$ cat src/rtl/ksa_pkg.sv
// Shared types and elaboration helpers for the gate-level pipelined
// Kogge-Stone adder/subtractor.
package ksa_pkg;

    typedef struct packed {
        logic g;
        logic p;
    } gp_t;

    function automatic int clog2(input int n);
        int r;
        r = 0;
        for (int i = 0; i < 31; i++) begin
            if ((1 << i) < n) r = i + 1;
        end
        return r;
    endfunction

    // Prefix level lvl (0-based) combines bit i with bit i - 2**lvl.
    function automatic int prefix_dist(input int lvl);
        return 1 << lvl;
    endfunction

endpackage

$ cat src/rtl/ksa_prefix_stage.sv
// One registered Kogge-Stone prefix level; the original propagate,
// carry-in and valid ride alongside so every path is balanced.
module ksa_prefix_stage
    import ksa_pkg::*;
#(
    parameter int WIDTH = 4,
    parameter int DIST  = 1
) (
    input  logic             clk,
    input  logic             rst,
    input  logic [WIDTH-1:0] g_in,
    input  logic [WIDTH-1:0] p_in,
    input  logic [WIDTH-1:0] x_in,
    input  logic             c_in,
    input  logic             v_in,
    output logic [WIDTH-1:0] g_out,
    output logic [WIDTH-1:0] p_out,
    output logic [WIDTH-1:0] x_out,
    output logic             c_out,
    output logic             v_out
);

    gp_t [WIDTH-1:0] nxt;

    for (genvar i = 0; i < WIDTH; i++) begin : g_bit
        if (i >= DIST) begin : g_op
            assign nxt[i].g = g_in[i] | (p_in[i] & g_in[i-DIST]);
            assign nxt[i].p = p_in[i] & p_in[i-DIST];
        end else begin : g_pass
            assign nxt[i].g = g_in[i];
            assign nxt[i].p = p_in[i];
        end
    end

    always_ff @(posedge clk) begin
        if (rst) begin
            g_out <= '0;
            p_out <= '0;
            x_out <= '0;
            c_out <= 1'b0;
            v_out <= 1'b0;
        end else begin
            for (int i = 0; i < WIDTH; i++) begin
                g_out[i] <= nxt[i].g;
                p_out[i] <= nxt[i].p;
            end
            x_out <= x_in;
            c_out <= c_in;
            v_out <= v_in;
        end
    end

endmodule

$ cat src/rtl/ksa_pipe_addsub.sv
// Gate-level pipelined Kogge-Stone adder/subtractor: one operand pair
// per cycle, fixed latency of clog2(WIDTH)+2 edges, zero output when idle.
module ksa_pipe_addsub
    import ksa_pkg::*;
#(
    parameter int WIDTH = 4
) (
    input  logic             GCLK_Pad,
    input  logic             rst_Pad,
    input  logic [WIDTH-1:0] a_Pad,
    input  logic [WIDTH-1:0] b_Pad,
    input  logic             cin_Pad,
    input  logic             sub_Pad,
    input  logic             vld_Pad,
    output logic [WIDTH-1:0] sum_Pad,
    output logic             cout_Pad,
    output logic             ovf_Pad,
    output logic             ovld_Pad
);

    localparam int LVL = clog2(WIDTH);
    localparam int LAT = LVL + 2;

    logic [WIDTH-1:0] a_r;
    logic [WIDTH-1:0] b_r;
    logic             c_r;
    logic             v_r;

    always_ff @(posedge GCLK_Pad) begin
        if (rst_Pad) begin
            a_r <= '0;
            b_r <= '0;
            c_r <= 1'b0;
            v_r <= 1'b0;
        end else begin
            a_r <= a_Pad;
            b_r <= b_Pad ^ {WIDTH{sub_Pad}};
            c_r <= sub_Pad | cin_Pad;
            v_r <= vld_Pad;
        end
    end

    gp_t [WIDTH-1:0] gp1;

    always_comb begin
        for (int i = 0; i < WIDTH; i++) begin
            gp1[i].g = a_r[i] & b_r[i];
            gp1[i].p = a_r[i] ^ b_r[i];
        end
        gp1[0].g = (a_r[0] & b_r[0]) | ((a_r[0] ^ b_r[0]) & c_r);
    end

    logic [WIDTH-1:0] g1;
    logic [WIDTH-1:0] p1;
    logic             c1;
    logic             v1;

    always_ff @(posedge GCLK_Pad) begin
        if (rst_Pad) begin
            g1 <= '0;
            p1 <= '0;
            c1 <= 1'b0;
            v1 <= 1'b0;
        end else begin
            for (int i = 0; i < WIDTH; i++) begin
                g1[i] <= gp1[i].g;
                p1[i] <= gp1[i].p;
            end
            c1 <= c_r;
            v1 <= v_r;
        end
    end

    // Index 0 is the g/p stage; index j+1 is the output of prefix level j.
    logic [LAT-2:0][WIDTH-1:0] g_s;
    logic [LAT-2:0][WIDTH-1:0] p_s;
    logic [LAT-2:0][WIDTH-1:0] x_s;
    logic [LAT-2:0]            c_s;
    logic [LAT-2:0]            v_s;

    assign g_s[0] = g1;
    assign p_s[0] = p1;
    assign x_s[0] = p1;
    assign c_s[0] = c1;
    assign v_s[0] = v1;

    for (genvar j = 0; j < LVL; j++) begin : g_lvl
        ksa_prefix_stage #(
            .WIDTH (WIDTH),
            .DIST  (prefix_dist(j))
        ) u_stage (
            .clk   (GCLK_Pad),
            .rst   (rst_Pad),
            .g_in  (g_s[j]),
            .p_in  (p_s[j]),
            .x_in  (x_s[j]),
            .c_in  (c_s[j]),
            .v_in  (v_s[j]),
            .g_out (g_s[j+1]),
            .p_out (p_s[j+1]),
            .x_out (x_s[j+1]),
            .c_out (c_s[j+1]),
            .v_out (v_s[j+1])
        );
    end

    logic [WIDTH-1:0] gf;
    logic [WIDTH-1:0] cy;
    logic             unused_pf;

    assign gf        = g_s[LVL];
    assign cy        = {gf[WIDTH-2:0], c_s[LVL]};
    assign unused_pf = ^p_s[LVL];

    always_ff @(posedge GCLK_Pad) begin
        if (rst_Pad || !v_s[LVL]) begin
            sum_Pad  <= '0;
            cout_Pad <= 1'b0;
            ovf_Pad  <= 1'b0;
            ovld_Pad <= 1'b0;
        end else begin
            sum_Pad  <= x_s[LVL] ^ cy;
            cout_Pad <= gf[WIDTH-1];
            ovf_Pad  <= gf[WIDTH-2] ^ gf[WIDTH-1];
            ovld_Pad <= 1'b1;
        end
    end

endmodule

$ cat config.mk
export PLATFORM = sky130hd
export DESIGN_NAME = ksa_pipe_addsub
export DESIGN_NICKNAME = d
export VERILOG_FILES = /design/src/rtl/ksa_pkg.sv /design/src/rtl/ksa_prefix_stage.sv /design/src/rtl/ksa_pipe_addsub.sv
export SDC_FILE = /design/constraint.sdc
export NUM_CORES = 1
export LEC_CHECK = 0
export CELL_PAD_IN_SITES_DETAIL_PLACEMENT = 1
export CELL_PAD_IN_SITES_GLOBAL_PLACEMENT = 1
export CORE_MARGIN = 5
export CORE_UTILIZATION = 35
export DETAILED_ROUTE_END_ITERATION = 12
export DONT_BUFFER_PORTS = 1
export HOLD_SLACK_MARGIN = 0.02
export MAX_ROUTING_LAYER = met4
export PLACE_DENSITY_LB_ADDON = 0.1
export SYNTH_ARGS = -nofsm -noshare
export SYNTH_HDL_FRONTEND = slang
export SYNTH_HIERARCHICAL = 1
export SYNTH_SLANG_ARGS = --single-unit
$ cat constraint.sdc
create_clock -name GCLK_Pad -period 1 [get_ports GCLK_Pad]
set_input_delay 0.2 -clock GCLK_Pad [delete_from_list [all_inputs] [get_ports GCLK_Pad]]
set_output_delay 0.2 -clock GCLK_Pad [all_outputs]
set_load 0.005 [all_outputs]
==> results, run 1 <==
- The run finished, with violations left.
- The final reports fail on hold timing.
- In the final layout, the multi-input gates occupy 477 um2.
- The floorplan step set the die width to 75.7 um.
- The ratio of total power to cell area is 2060 mW/mm2.
- In this run the static leakage power is 0.694 nW.
- In this run the number of H-tree levels came out at 2.
- The number of nets in the synthesized netlist is 143.
- Data on the critical path is required at its endpoint by 1180 ps.
- The final layout contains routed wiring with a total length of 1850 um.
- The register-to-register setup slack is 130 ps.
- At the pin with the least slew margin, the transition time is 136 ps.
- The via count of the first global-routing pass is 786.
- Once detail routing completed, the nets flagged for antenna violations numbered 0.
- The clock latency on the worst-skew pair is 290 ps.
- Max-cap violations in this run came to 0.
- The number of DRC violations after detailed-routing iteration 0 is 20.
- Once detailed placement completed, the half-perimeter wirelength came to 1150 um.
- Entering global routing, the biggest net connects 44 pins.
- In the final layout, the share of cells above drive strength 1 is 17.3%.
- The pre-CTS setup slack is 133 ps.
- Clock tree synthesis selected as its root buffer the cell clkbuf_8.
- Global routing consumed, on the met3 layer, 4.49% of the routing resources.
- The overall power consumption is 0.00359 W.
- The launching element type of the critical path is a register.
- The synthesized netlist occupies a cell area of 0.00151 mm2.
- The busiest layer in global routing is met2.
- The first global-routing pass estimated 3360 um of wire.
- The layout-stage area growth over the synthesis result is 15.6%.
- The time the worst path needs with I/O delays and setup is 875 ps.
- For this design, the sink count on the clock tree is 49.
- Detailed routing inserted a total of 798 vias.
- The detailed-routing iteration count for the pre-antenna-repair pass is 3.
- 20 I/O pins were placed.
- The maximum resistive drop on vdd is 0.000597 V.
- The setup violation total in the final timing report is 0.
- The clock passes through at most 2 buffers.
- After floorplanning, the core was sized to cover 0.00409 mm2.
- The maximum clock frequency is 1.14 GHz.
- The total count of hold-check failures in the final report is 29.
- The floorplan step defined a die boundary enclosing 0.00572 mm2.
- The effective utilization at floorplan is 36.9%.
- The critical path is of the reg -> reg type.
- The net total in the final layout is 155.
- The highest-delay cell along the critical path is dfxtp_1.
- The global routing met2 resource utilization is 12.8%.
- Traced cell by cell, the critical path runs through ha_1, a21oi_1, nor2_1.
- Buffers inserted during clock tree synthesis total 5.
- The post-detailed-route DRC marker count is 0.
- The final weighted congestion in routability-driven placement is 0.602.
- STA classifies the critical path endpoint as a register.
- The worst setup slack after layout is 125 ps.
- The average cell area after synthesis is 12.0 um2.
- For this run, the number of Yosys warnings is 6.
- Setup repair after global routing left no endpoint under its margin.
- The worst min-delay path class is in -> reg.
- The initialized floorplan defines 23 standard-cell rows.
- After clock tree synthesis, the clock-pin slew on the worst setup and hold paths is 80 ps.
- After routing the design area is 0.00174 mm2.
- In this run the cell area measured after placement is 0.00153 mm2.
- The final max-slew violation count is 0.
- The setup TNS is 0 ps.
- TritonCTS built the clock tree.
- The cell count after synthesis is 126.
- The tightest hold path in the finished design has a slack of -36.4 ps.
- The routed wirelength normalized by instance count is 9.79 um.
- The final period utilization is 87.5%.
- The sequential cells in the finished layout cover a total of 981 um2.
- Using the TritonRoute via totals, the vias-per-cell ratio works out to 4.22.
- The total global-route track usage is 8.53%.
- The die height is 75.7 um.
- The post-route clock skew is 8.13 ps.
- The filler cells instantiated in the layout total 443.
- The final global-route overflow total is 0.
- The diode insertion count for antenna repair is 0.
- The remaining max-slew budget at the tightest pin is 90.8%.
- The global-route track usage on met1 is 8.57%.
- At the worst endpoint, the arrival time is 1060 ps.
- The initial antenna violation count is 0.
- The number of buffers inserted for hold repair after clock tree synthesis is 10.
- The delay of the slowest cell on the worst path is 310 ps.
- The critical-path maximum fanout is 2.
- In this run the tool buffered the top-level ports with 0 buffer cells.
path summary, 6_finish.rpt:
path / startpoint / to / cells after the start
setup / recovery: a_r[0] / g1[0] / 3
hold / removal: rst_Pad / g_lvl[1].u_stage/v_out / 1
setup reg to reg: a_r[0] / g1[0] / 3
hold reg to reg: v_r / v1 / 1
worst max-delay path, delay by kind of cell, from the launching register on:
kind	cells	cell delay [ps]
flops	1	310
simple gates	1	50
fa+ha+maj	1	300
compound gates	1	130
report_power, final:
group	total (W)	switching [W]	internal, W
Combinational	0.000135	0.0000344	0.000101
Clock	0.00140	0.000584	0.000815
Sequential	0.00205	0.0000273	0.00202
Total	0.00359	0.000646	0.00294
layout make-up:
type / instances / area share (%)
Clock buffer: 7 / 4.95
Inverter: 2 / 0.430
Clock inverter: 1 / 1.72
Timing Repair Buffer: 10 / 5.74
Multi-Input combinational cell: 70 / 27.3
Sequential cell: 49 / 56.2
Tap cell: 50 / 3.59
stage by stage:
stage / utilization (%) / std cells
after floorplan: - / 126
after global placement: 37.4 / 171
after detailed placement: 37.4 / 171
after CTS: 42.7 / 189
after global routing: 42.7 / 189
final: 42.7 / 189
cells in the final DEF, fill, tap and decap left out:
| cell type | n |
|---|---|
| dfxtp_1 | 49 |
| nor2_1 | 19 |
| nor2b_1 | 14 |
| nor2b_2 | 13 |
| dlygate4sd3_1 | 10 |
| xnor2_1 | 9 |
| a21oi_1 | 6 |
| clkbuf_8 | 6 |
| ha_1 | 4 |
| inv_1 | 2 |
| and2b_2 | 2 |
| nand2b_4 | 1 |
| bufinv_16 | 1 |
| clkbuf_1 | 1 |
| and3b_2 | 1 |
| nand2_1 | 1 |
registers in the layout, indices dropped and copies added, names as in the netlist:
signal,flops
g_lvl.u_stage/x_out,8
v1,1
p1,4
g_lvl.u_stage/p_out,2
ovf_Pad,1
g1,4
v_r,1
b_r,4
ovld_Pad,1
cout_Pad,1
g_lvl.u_stage/c_out,2
sum_Pad,4
g_lvl.u_stage/g_out,8
g_lvl.u_stage/v_out,2
c1,1
a_r,4
c_r,1
layer usage:
layer,wire [um],vias to the layer above
met1,778,363
met2,874,24
li1,-,406
met5,0,-
met4,62,0
met3,136,5
timing repair:
item / CTS / global route
resized for setup: 0 / 0
setup buffers: 0 / 0
hold endpoints to repair: 39 / 29
(Power assumes the default switching activity.)
==> run 2, diff against run 1 <==
--- a/config.mk
+++ b/config.mk
@@ -5,12 +5,12 @@
 export SDC_FILE = /design/constraint.sdc
 export NUM_CORES = 1
 export LEC_CHECK = 0
+export BUFFER_PORTS_ARGS = -buffer_cell sky130_fd_sc_hd__buf_2
 export CELL_PAD_IN_SITES_DETAIL_PLACEMENT = 1
 export CELL_PAD_IN_SITES_GLOBAL_PLACEMENT = 1
 export CORE_MARGIN = 5
 export CORE_UTILIZATION = 35
 export DETAILED_ROUTE_END_ITERATION = 12
-export DONT_BUFFER_PORTS = 1
 export HOLD_SLACK_MARGIN = 0.02
 export MAX_ROUTING_LAYER = met4
 export PLACE_DENSITY_LB_ADDON = 0.1
==> run 2 against run 1 <==
The run now ends clean; worst setup slack got worse by 35 ps; wire length up 11%; via count grew 7.1%; design area rose by 2.2%; sequential power hardly changed; clock skew hardly changed; critical path depth fell by 2; combinational power grew 28%; hold slack better by 150 ps; clock-buffer cell count unchanged; die area unchanged; sequential share of layout area down 1.2 points; critical endpoint is now ovld_Pad.
==> results, run 2 (synthesis results as in run 1) <==
- In the layout the commonest cells are dfxtp_1, nor2_1, buf_2, nor2b_1, nor2b_2.
- The final max-slew violation count was 0.
- Across every metal layer, demand over resource in global routing totals 8.91%.
- The required arrival time at the worst endpoint is 800 ps.
- Counting both buffers and inverters, the worst setup path holds a total of 1.
- The worst min-delay path class is in -> reg.
- Compared with the post-synthesis result, the final layout area differs by 18.1%.
- At the worst endpoint, the arrival time is 710 ps.
- TritonCTS built the clock tree.
- For the final routed database, the setup TNS stands at 0 ps.
- The analysis attributes to cell leakage a power of 0.749 nW.
- The critical-path maximum fanout is 1.
- The diode insertion count for antenna repair is 0.
- The first global-routing pass estimated 3520 um of wire.
- The number of fill cells is 451.
- Pin placement for this block handled 20 I/O pins.
- The cell sitting at the root of the clock tree is a clkbuf_8.
- Setup repair after global routing left no endpoint under its margin.
- The highest-delay cell along the critical path is dfxtp_1.
- The flow ran to the end, and the final reports show no timing, DRC or antenna violations.
- The total clock sinks is 49.
- The worst slack on hold paths is 117 ps.
- Based on the critical path, the design can be clocked at up to 1.10 GHz.
- Of the available clock period, the critical path in the final layout requires 91.0%.
- The number of buffers inserted for hold repair after clock tree synthesis is 0.
- After clock tree synthesis, the clock-pin slew on the worst setup and hold paths is 80 ps.
- Dividing the detail-routed via count by the number of cells gives 4.23.
- The setup violation total in the final timing report is 0.
- The maximum resistive drop on vdd is 0.000670 V.
- The worst hold path startpoint is a_Pad[2].
- The via count of the first global-routing pass is 846.
- The clock latency on the worst-skew pair is 290 ps.
- Entering global routing, the biggest net connects 19 pins.
- The post-route netlist has 30.9% of its cells at a drive strength greater than 1.
- In this run the number of H-tree levels came out at 2.
- The category of the worst setup path capture point is an output port.
- The worst register-to-register path ends at g1[0].
- The die boundary width is 75.7 um.
- Counting the buffers created by CTS gives 5.
- The category of cells accounting for the largest share of critical-path delay is flip-flops.
- The worst register-to-register path has a depth of 3.
- The buffer levels on the longest clock path is 2.
- The antenna violation net count after detailed routing is 0.
- The worst register-to-register path has a setup slack of 110 ps.
- The post-route clock skew is 8.56 ps.
- The effective utilization at floorplan is 36.9%.
- In this run, the number of DRC markers left after iteration 0 of detailed routing was 36.
- The overall power consumption is 0.00363 W.
- The worst hold path stage count is 2.
- The largest single stage delay on the critical path is 300 ps.
- The post-cts gate resize count is 0.
- The floorplan step set the die height to 75.7 um.
- Dividing the detail-routed wire length by the instance count gives 10.2 um.
- The actual slew at the worst max-slew pin is 315 ps.
- The finished layout holds 202 standard cells, fillers aside.
- Traced cell by cell, the critical path runs through buf_2.
- In this run the tool buffered the top-level ports with 19 buffer cells.
- For this run, design rule violations remaining after detail routing come to 0.
- The smallest clock period supported by the final layout is computed as 910 ps.
- The largest registers in the layout are g_lvl.u_stage/g_out: 8 flops, g_lvl.u_stage/x_out: 8 flops.
- The first detailed-routing pass took 2 iterations.
- The count of placed standard cells including taps is 194.
- At the end of routability-driven placement, the weighted congestion stood at 0.670.
- The die area is 0.00572 mm2.
- The class of the most critical setup path is reg -> out.
- The number of violations of the max-capacitance limit is 0.
- Summed over all layers, the routed wires come to 2050 um.
- Once detailed placement completed, the half-perimeter wirelength came to 1520 um.
- In the final design database the tool counted 168 nets.
- Post-CTS timing repair inserted 0 buffers for setup.
- For this block, the via count after detailed routing is 855.
- The total count of hold-check failures in the final report came to 0.
- The terminating pin of the worst hold path is a_r[2].
- In this run the critical register-to-register path is launched from a_r[0].
- The library cell used most frequently in the layout, excluding fill and tap cells, is dfxtp_1.
- The ratio of total power to cell area is 2040 mW/mm2.
- In this run the core area contains 23 standard-cell rows.
- The total area inside the core boundary comes to 0.00409 mm2.
- The initial antenna violation count is 0.
- The final global-route overflow total is 0.
- The remaining max-slew budget at the tightest pin is 79.0%.
- STA classifies the critical path startpoint as a register.
==> run 2: how the worst max path moves through the flow <==
stage	startpoint	endpoint	slack [ps]	depth (start not counted)
4_1_cts	ovf_Pad	ovf_Pad	70	1
2_1_floorplan	a_r[0]	g1[0]	160	3
3_5_place_dp	rst_Pad	sum_Pad[2]	80	3
3_3_place_gp	rst_Pad	sum_Pad[2]	120	3
5_1_grt	sum_Pad[0]	sum_Pad[0]	40	1
6_report	ovld_Pad	ovld_Pad	90	1
==> run 2: final cells by class <==
type	count	area (um2)	area share (%)
repair buffers	23	138	7.72
flip-flops and latches	49	981	55.1
multi-input cells	70	477	26.8
inverters	2	7.51	0.421
clock inverters	1	30.0	1.69
well taps	50	62.6	3.51
clock buffers	7	86.3	4.85
==> run 2: routing by layer <==
layer  global-route usage (%)  wire length (um)
met1                     7.49               785
met2                     15.3              1040
met3                     4.49               163
met4                     5.83                63
met5                        -                 0
==> run 2: where the power goes <==
part	total [W]	internal [W]	switching [W]
Clock	0.00140	0.000815	0.000589
Combinational	0.000173	0.000100	0.0000727
Sequential	0.00205	0.00202	0.0000276
==> run 2: per-stage QoR <==
| stage | utilization, % | worst slack, ps | cell area [um2] |
|---|---|---|---|
| after floorplan | - | 163 | 1510 |
| after global placement | 40.8 | 122 | 1670 |
| after detailed placement | 40.8 | 80.7 | 1670 |
| after CTS | 43.6 | 69.4 | 1780 |
| after global routing | 43.6 | 39.1 | 1780 |
| final | 43.6 | 90.0 | 1780 |
==> run 3, diff against run 2 <==
--- a/config.mk
+++ b/config.mk
@@ -16,5 +16,4 @@
 export PLACE_DENSITY_LB_ADDON = 0.1
 export SYNTH_ARGS = -nofsm -noshare
 export SYNTH_HDL_FRONTEND = slang
-export SYNTH_HIERARCHICAL = 1
 export SYNTH_SLANG_ARGS = --single-unit
==> run 3 against run 2 <==
Design area fell by 3.9%; worst setup slack barely moved; maximum frequency barely moved; synthesized cell count fell by 0.79%; synthesized area fell by 4.0%; clock skew fell by 4.2 ps; wire length fell by 1.9%; utilization fell by 0.81 points.
==> results, run 3 <==
- The ratio of total power to cell area is 2110 mW/mm2.
- The logic gate share of total power is 4.2%.
- The floorplan has 23 rows.
- The total detailed-routing wirelength is 2010 um.
- The count of warnings emitted by yosys is 0.
- The diode insertion count for antenna repair is 0.
- The final layout contains 166 nets.
- The internal portion of total power is 0.00292 W.
- The number of buffers inserted for hold repair after clock tree synthesis is 0.
- Counting instances, the worst hold path has a depth of 2.
- The delay of the slowest cell on the worst path is 300 ps.
- Summed over its instances, the top area cell type makes up 67.7% of the synthesized netlist area.
- For this run, the total global-route usage over all layers was measured as 9.35%.
- The worst setup path is captured at an output port.
- Summed over all failing endpoints, the final setup total negative slack is 0 ps.
- The average cell area after synthesis is 11.6 um2.
- After synthesis, flip-flops and latches occupy 67.7% of the total area.
- In the synthesized netlist, the number of instances is 125.
- The routed wirelength normalized by instance count is 10.1 um.
- In this run, CTS created clock tree buffers numbering 5.
- The tree is rooted in a clkbuf_8.
- In this run the number of cells on the critical path is 1.
- For the worst setup path, the data required time is 800 ps.
- For this run, the leading register cell type out of synthesis is dfxtp_1.
- The TritonCTS clock tree is yes.
- The total clock sinks is 49.
- The number of buffers inserted by port buffering is 19.
- The worst hold path belongs to the class in -> reg.
- The worst setup slack after layout is 89.7 ps.
- The maximum resistive drop on vdd is 0.00102 V.
- STA puts the critical path data arrival time at 710 ps.
- Net switching is 18.9% of the power.
- The H-tree depth reported by CTS is 2.
- The number of DRC violations after detailed-routing iteration 0 is 18.
- The worst setup path is launched from a register.
- The buffer levels on the longest clock path is 2.
- The setup violation total in the final timing report is 0.
- Counting both buffers and inverters, the worst setup path holds a total of 1.
- Traced cell by cell, the critical path runs through buf_2.
- Measured along the y axis, the die boundary spans 74.3 um.
- The first detailed-routing pass took 2 iterations.
- The count of flip-flops with a built-in enable after synthesis is 0.
- The post-detailed-route DRC marker count is 0.
- The placed wire-length estimate after detailed placement is 1510 um.
- The worst register-to-register path has a depth of 3.
- The congestion estimate from routability-driven global placement came to 0.642.
- The via count of the first global-routing pass came to 895.
- The final critical path takes up 91.0% of the cycle.
- The fraction of power consumed by the clock network is 38.9%.
- The top cell types in the final layout, fill and taps aside, are dfxtp_1, nor2b_1, buf_2, nor2_1, xnor2_1.
- The die area is 0.00553 mm2.
- The commonest non-fill, non-tap cell in the layout is dfxtp_1.
- The category of cells accounting for the largest share of critical-path delay is flip-flops.
- The leading area contributor after synthesis is dfxtp_1.
- Static timing analysis puts the maximum clock frequency at 1.10 GHz.
- Counting I/O delays and the setup requirement, the final critical path takes 910 ps.
- The remaining max-slew budget at the tightest pin is 83.8%.
- The routed layout has 828 vias.
- Buffers added to address setup during post-CTS repair amount to 0.
- The floorplan step set the die width to 74.3 um.
- Counting instances in the post-synthesis netlist gives the leading cell types as dfxtp_1, nor2b_1, nor2_1.
- The critical-path maximum fanout is 1.
- Of the total power, registers draw 56.9%.
- At the pin with the least slew margin, the transition time is 243 ps.
- The highest-delay cell along the critical path is dfxtp_1.
- The pre-CTS setup slack is 130 ps.
- 20 I/O pins were placed.
- The total count of hold-check failures in the final report came to 0.
- Setup repair after global routing left no endpoint under its margin.
- The final max-slew violation count is 0.
- In this run the cell area of the synthesized design comes to 0.00145 mm2.
- Once the floorplan was initialized, standard cells occupied 36.2% of the core.
- Setup slack on the worst reg-to-reg path comes out at 120 ps.
- Ranked by total cell area, the synthesized netlist is headed by dfxtp_1, nor2b_1, xnor2_1.
- The initial antenna violation count is 0.
- The synthesized design contains 49 register bits.
- The post-cts gate resize count is 0.
- The number of violations of the max-capacitance limit is 0.
- The region available for standard cell placement spans 0.00400 mm2.
- The clock-pin slew on the worst setup and hold paths is 80 ps.
- The share of flip-flops with an asynchronous set or reset after synthesis is 0%.
- The largest net degree at the start of global routing is 19.
- The post-route clock skew is 4.38 ps.
- In the final layout, the share of cells above drive strength 1 is 19.3%.
- In the final layout, the registers with the most flip-flops are g_lvl.u_stage.g_out: 8 flops, g_lvl.u_stage.x_out: 8 flops.
- The setup path with the least slack is of type reg -> out.
- The analysis attributes to cell leakage a power of 0.722 nW.
- The clock latency on the worst-skew pair is 290 ps.
- The number of nets in the synthesized netlist is 142.
- In the post-synthesis netlist, the cell with the most instances is dfxtp_1.
- The detail route stage leaves a number of antenna-violating nets equal to 0.
- The number of distinct library cells after synthesis is 12.
- Global routing finished with a remaining overflow of 0.
- The first global-routing pass estimated 3550 um of wire.
- The per-cell via count in the routed design is 4.14.
- The switching power is 0.000681 W.
- The layout-stage area growth over the synthesis result is 18.1%.
- The run finished with clean final reports.
## run 3: cell types whose count changed in the layout (fill, tap and decap cells not counted), moves of 2 or more
cell,delta
nor2b_1,+15
and2b_2,-2
nor2b_2,-13
and2_1,+2
## run 3: worst paths after layout
| check | from | to |
|---|---|---|
| setup / recovery | sum_Pad[1] | sum_Pad[1] |
| hold / removal | vld_Pad | v_r |
| setup reg to reg | a_r[0] | g1[0] |
| hold reg to reg | g_lvl[0].u_stage.g_out[3] | g_lvl[1].u_stage.g_out[3] |
## run 3: area by class of cell
cell class	count	area (um2)
tap	50	62.6
sequential	49	981
timing repair buffer	22	118
clock inverter	1	30.0
fill	464	2290
clock buffer	7	86.3
multi-input combinational	69	427
inverter	2	7.51
## run 3: per-stage QoR
| stage | hold WS (ps) | instances | instance area (um2) | util, % | power (W) |
|---|---|---|---|---|---|
| floorplan | 286 | 125 | 1450 | - | 0.00220 |
| global placement | 408 | 192 | 1600 | 39.9 | 0.00224 |
| detailed placement | 418 | 192 | 1600 | 39.9 | 0.00226 |
| CTS | 103 | 200 | 1710 | 42.8 | 0.00367 |
| global route | 108 | 200 | 1710 | 42.8 | 0.00378 |
| finish | 113 | 200 | 1710 | 42.8 | 0.00360 |
## run 3: routing by layer
metal | vias up | global-route usage (%) | wire length [um]
met5 | - | - | 0
met4 | 0 | 7.71 | 85
met3 | 6 | 4.05 | 150
met2 | 24 | 15.6 | 1030
met1 | 370 | 8.04 | 745
li1 | 428 | - | -
## run 3: power by group through the flow
stage | logic, W | clock network (W) | registers [W]
6_report | 0.000152 | 0.00140 | 0.00205
5_1_grt | 0.000174 | 0.00155 | 0.00206
4_1_cts | 0.000159 | 0.00146 | 0.00205
3_5_place_dp | 0.000158 | 0 | 0.00210
3_3_place_gp | 0.000147 | 0 | 0.00209
2_1_floorplan | 0.000110 | 0 | 0.00209
## run 3: cells by family (layout without fill, tap and decap cells)
logic type,after synthesis,count (layout),share of synthesized area (%)
simple gates,50,50,18.5
fa+ha+maj,4,4,3.45
buf+inv,7,32,2.85
xor+xnor,9,9,5.44
flops,49,49,67.7
compound gates,6,6,2.07
## run 3: worst register-to-register path: stages (launching register included)
cell	delay (ps)
dfxtp_1	310
ha_1	290
a21oi_1	130
nor2_1	50
